$ cat src/rtl/seq_divider.sv
// Iterative unsigned restoring divider: one quotient bit per clock, start/done handshake.
// Results are registered on the edge entering DONE and held until the next completion.
module seq_divider #(
  parameter int N_W = 16,
  parameter int D_W = 8
) (
  input  logic           clk,
  input  logic           rst_n,
  input  logic           start,
  input  logic [N_W-1:0] dividend,
  input  logic [D_W-1:0] divisor,
  output logic           busy,
  output logic           done,
  output logic [N_W-1:0] quotient,
  output logic [D_W-1:0] remainder,
  output logic           div_by_zero
);

  localparam int CNT_W = (N_W > 1) ? $clog2(N_W) : 1;

  typedef enum logic [1:0] {
    IDLE = 2'd0,
    RUN  = 2'd1,
    DONE = 2'd2
  } state_t;

  state_t         state_q;
  logic [N_W-1:0] work_q;
  logic [D_W:0]   prem_q;
  logic [D_W-1:0] divisor_q;
  logic [CNT_W-1:0] cnt_q;
  logic           busy_q;
  logic           done_q;
  logic [N_W-1:0] quotient_q;
  logic [D_W-1:0] remainder_q;
  logic           dbz_q;

  logic [D_W:0]   pr;
  logic           ge;
  logic [D_W:0]   prem_d;
  logic [N_W-1:0] work_d;
  logic           accept;

  // One restoring step: shift the next dividend bit into the partial remainder,
  // subtract the divisor when it fits, and shift the quotient bit into the work register.
  always_comb begin
    pr     = {prem_q[D_W-1:0], work_q[N_W-1]};
    ge     = (pr >= {1'b0, divisor_q});
    prem_d = ge ? (pr - {1'b0, divisor_q}) : pr;
    work_d = {work_q[N_W-2:0], ge};
  end

  assign accept = start && ((state_q == IDLE) || (state_q == DONE));

  always_ff @(posedge clk or negedge rst_n) begin
    if (!rst_n) begin
      state_q     <= IDLE;
      work_q      <= '0;
      prem_q      <= '0;
      divisor_q   <= '0;
      cnt_q       <= '0;
      busy_q      <= 1'b0;
      done_q      <= 1'b0;
      quotient_q  <= '0;
      remainder_q <= '0;
      dbz_q       <= 1'b0;
    end else begin
      case (state_q)
        IDLE, DONE: begin
          if (accept) begin
            work_q    <= dividend;
            divisor_q <= divisor;
            prem_q    <= '0;
            cnt_q     <= CNT_W'(N_W - 1);
            if (divisor == '0) begin
              // Divide-by-zero skips RUN and completes on the very next cycle.
              state_q     <= DONE;
              busy_q      <= 1'b0;
              done_q      <= 1'b1;
              quotient_q  <= '1;
              remainder_q <= '0;
              dbz_q       <= 1'b1;
            end else begin
              state_q <= RUN;
              busy_q  <= 1'b1;
              done_q  <= 1'b0;
            end
          end else begin
            state_q <= IDLE;
            busy_q  <= 1'b0;
            done_q  <= 1'b0;
          end
        end
        RUN: begin
          prem_q <= prem_d;
          work_q <= work_d;
          cnt_q  <= cnt_q - CNT_W'(1);
          if (cnt_q == '0) begin
            state_q     <= DONE;
            busy_q      <= 1'b0;
            done_q      <= 1'b1;
            quotient_q  <= work_d;
            remainder_q <= prem_d[D_W-1:0];
            dbz_q       <= 1'b0;
          end
        end
        default: begin
          state_q <= IDLE;
          busy_q  <= 1'b0;
          done_q  <= 1'b0;
        end
      endcase
    end
  end

  assign busy        = busy_q;
  assign done        = done_q;
  assign quotient    = quotient_q;
  assign remainder   = remainder_q;
  assign div_by_zero = dbz_q;

endmodule

$ cat config.mk
export PLATFORM = sky130hd
export DESIGN_NAME = seq_divider
export DESIGN_NICKNAME = d
export VERILOG_FILES = /design/src/rtl/seq_divider.sv
export SDC_FILE = /design/constraint.sdc
export NUM_CORES = 1
export LEC_CHECK = 0
export CAP_MARGIN = 20
export CORE_UTILIZATION = 40
export DETAILED_ROUTE_END_ITERATION = 10
export SYNTH_ARGS = -nofsm -noshare
export SYNTH_HDL_FRONTEND = slang
export SYNTH_SLANG_ARGS = --single-unit
$ cat constraint.sdc
create_clock -name clk -period 2.5 [get_ports clk]
set_clock_uncertainty 0.15 [all_clocks]
set_input_delay 0.25 -clock clk [delete_from_list [all_inputs] [get_ports clk]]
set_output_delay 0.25 -clock clk [all_outputs]
set_load 0.01 [all_outputs]
==> qor.yml <==
status:
  outcome: "finished, violations left"
  failed_checks: "DRC"
critical_path:
  critical_path_class: "flip-flop to flip-flop"
  critPathSlowestCell: "sky130_fd_sc_hd__ha_1"
  timing.critical_path.from_type: "flip-flop"
  worst_setup_path_end_kind: "flip-flop"
  critical_path.cell_chain: "ha_1, nand2_1, a2111oi_2, or2_1, nor2_2, a311o_1"
  worst-path-max-fanout: 8
  delay_of_the_slowest_critical_path_stage_ns: 0.43
  critical_path_buf_inv_count: 0
  arrival_ns: 2.46
  required_ns: 2.58
  timing.critical_path.max_delay_family: "compound AO/OA/AOI/OAI gates"
finish:
  antennaDiodeCount: 0
  layout-drive-gt1-share_pct: 10.28
  finalNetCount: 431
  finalInstanceArea_sq_mm: 0.003948
  layout-area-overhead-vs-synth_pct: 26.76
floorplanning:
  die_w_um: 90.24
  die_height_um: 90.24
  initial_core_util_pct: 42.26
  fp.dieArea_sq_mm: 0.008142
  number_of_placement_rows: 31
  ios: 54
  core_area_sq_mm: 0.007370
synth:
  synth_edf_count: 0
  cell_area_after_synthesis_sq_mm: 0.003114
  synth_most_common_cell: "sky130_fd_sc_hd__dfrtp_1"
  postSynth.asyncResetShare_pct: 100.0
  synth.cells.most_frequent: "63 x sky130_fd_sc_hd__dfrtp_1, 55 x sky130_fd_sc_hd__nand2_1, 49 x sky130_fd_sc_hd__nor2_1"
  synth.top_cells.by_area: "sky130_fd_sc_hd__dfrtp_1 51%, sky130_fd_sc_hd__nand2_1 6.6%, sky130_fd_sc_hd__nor2_1 5.9%"
  synth_area_leader_cell: "sky130_fd_sc_hd__dfrtp_1"
  library_cells_used_by_synthesis: 52
  postSynthAreaPerCell_sq_um: 9.241
  synthDominantCellAreaShare_pct: 50.62
  synth-seq-cells: 63
  synth_seq_area_share_pct: 50.62
  synthesis.nets: 374
  synth_flop_cell: "sky130_fd_sc_hd__dfrtp_1"
  synth_cells: 337
  ys.warnings.count: 0
detailed_routing:
  first_pass_iters: 7
  wl_per_cell_um: 15.43
  detail-route-antenna-nets: 0
  detail_route.vias_per_cell: 5.323
  totalWireLength_um: 7686
  num_vias: 2651
  drt_iter0_markers: 170
  drc_errors: 1
timing:
  worstMarginPinSlew_ns: 0.5068
  min_period_over_period_pct: 95.27
  final_critical_path_setup_slack_ns: 0.1182
  maxClockFrequency_ghz: 0.4199
  grt_setup_unrepaired: "false"
  minimum_clock_period_ns: 2.382
  timing_max_transition_violations_final: 0
  fin_hold_ws_ns: 0.2357
  report.final.hold_viol_count: 0
  timing.setup.tns_ns: 0
  report.final.setup_viol: 0
  slew_headroom_pct: 65.34
pwr:
  leakagePower_uw: 0.001694
  power.ir.vdd_worst_mv: 0.5444
  power.density_cell_area_mw_per_mm2: 1467
  post-layout-total-power_uw: 5792
global_routing:
  gr-total-overflow: 0
  initial_antenna_violation_count: 0
  grt_first_pass_wirelength_um: 13120
  maximum_number_of_pins_on_one_net_before_global_route_repair: 35
  global_route.usage.total_pct: 20.63
  via_count_of_the_first_global_routing_pass: 2638
clock_network:
  clock_insertion_delay_worst_skew_ns: 0.35
  cts_buffer_depth: 2
  postCtsSetupRepairBufs: 0
  cts-htree-levels: 3
  clk_root_buffer_cell: "sky130_fd_sc_hd__clkbuf_8"
  cts_buffers: 9
  cts.sinks: 63
  postCtsResizedCells: 0
  clkSlewWorstSetupHoldPaths_ns: 0.07
  cts_tree: "yes"
placed_design:
  placed_area_sq_mm: 0.003762
  dp.final_hpwl_um: 5593
  number_of_buffer_cells_added_on_primary_ports: 53
  gpl.final_weighted_congestion: 0.9782
  detailedPlace.worstSlack_ns: 0.1651
flow_run:
  max_cap_violations: 0
worst_hold_path:
  classification_of_the_worst_slack_hold_path: "input pin to async pin"
==> flip-flops by register name (all words and copies together), names as in the netlist <==
name / cells
quotient: 16
work_q: 16
divisor_q: 8
prem_q: 8
remainder: 8
cnt_q: 4
busy: 1
div_by_zero: 1
done: 1
==> what timing repair did <==
item | 4_1_cts | 5_1_grt
setup endpoints to repair | 0 | 0
endpoints found under the hold margin | 18 | 0
hold buffers | 1 | 0
==> through the flow <==
step | std cells | utilization (%)
final | 498 | 53.57
after global routing | 498 | 53.57
after CTS | 498 | 53.57
after detailed placement | 481 | 51.05
after global placement | 481 | 51.05
after floorplan | 337 | -
==> cells in the final DEF (no fill, tap or decap), types with 2 or more instances in the layout <==
cell type | netlist | layout
sky130_fd_sc_hd__nand2_1 | 55 | 55
sky130_fd_sc_hd__a311o_1 | 2 | 2
sky130_fd_sc_hd__clkdlybuf4s50_1 | 0 | 52
sky130_fd_sc_hd__clkinvlp_4 | 0 | 2
sky130_fd_sc_hd__a32o_1 | 4 | 4
sky130_fd_sc_hd__and3_1 | 3 | 3
sky130_fd_sc_hd__o21ai_1 | 3 | 3
sky130_fd_sc_hd__clkinv_2 | 0 | 2
sky130_fd_sc_hd__a2111oi_2 | 2 | 2
sky130_fd_sc_hd__a211oi_1 | 3 | 3
sky130_fd_sc_hd__o21ai_0 | 9 | 9
sky130_fd_sc_hd__o211ai_1 | 2 | 2
sky130_fd_sc_hd__nor2_1 | 49 | 49
sky130_fd_sc_hd__buf_4 | 4 | 10
sky130_fd_sc_hd__dfrtp_1 | 63 | 63
sky130_fd_sc_hd__inv_1 | 16 | 16
sky130_fd_sc_hd__o22ai_1 | 3 | 3
sky130_fd_sc_hd__nor3_1 | 6 | 6
sky130_fd_sc_hd__clkbuf_8 | 0 | 10
sky130_fd_sc_hd__ha_1 | 9 | 9
sky130_fd_sc_hd__nand3_1 | 4 | 4
sky130_fd_sc_hd__o31ai_1 | 8 | 8
sky130_fd_sc_hd__nand2b_1 | 5 | 5
sky130_fd_sc_hd__a31oi_1 | 19 | 19
sky130_fd_sc_hd__nand4_1 | 3 | 3
sky130_fd_sc_hd__or4_4 | 2 | 2
sky130_fd_sc_hd__a21oi_1 | 22 | 22
==> power breakdown <==
group | leakage (uW) | switching (uW) | internal (uW)
clock | 0.0000853 | 422 | 385
combinational | 0.000883 | 1780 | 1400
sequential | 0.000726 | 297 | 1510
total | 0.00169 | 2500 | 3300
==> logic make-up after synthesis <==
logic type                 count (synthesis)  share of synthesized area, %
muxes                                      1                        0.3214
xor gates and xnor gates                   2                        0.5626
buffers and inverters                     36                         5.143
adders and majority gates                 10                         4.259
and+or+nand+nor                          138                         19.97
DFF                                       63                         50.62
AOI/OAI and AO/OA                         87                         19.12
==> final timing paths <==
kind	cells after the start	from	slack, ns	end
min in group clk	3	dividend[1]	0.31	work_q[1]
hold reg to reg	2	divisor_q[0]	0.34	divisor_q[0]
hold / removal	2	rst_n	0.24	divisor_q[4]
setup reg to reg	6	prem_q[5]	0.12	remainder[5]
setup / recovery	6	prem_q[5]	0.12	remainder[5]
max in group asynchronous	3	rst_n	1.28	quotient[3]
==> cell type report <==
type                            count  area (sq um)
Clock buffer                       11         141.4
Clock inverter                      5         33.78
Fill cell                         687          3422
Inverter                           17         63.81
Multi-Input combinational cell    238          1378
Sequential cell                    63          1577
Tap cell                           99         123.9
Timing Repair Buffer               65         630.6
==> metal layers <==
metal / GRT usage (%) / wire, um
met3: 3.976 / 334
met4: 10.48 / 205
met2: 32.82 / 3585
met5: 0 / 0
met1: 26.81 / 3560
Power figures use the tool's default switching activity.
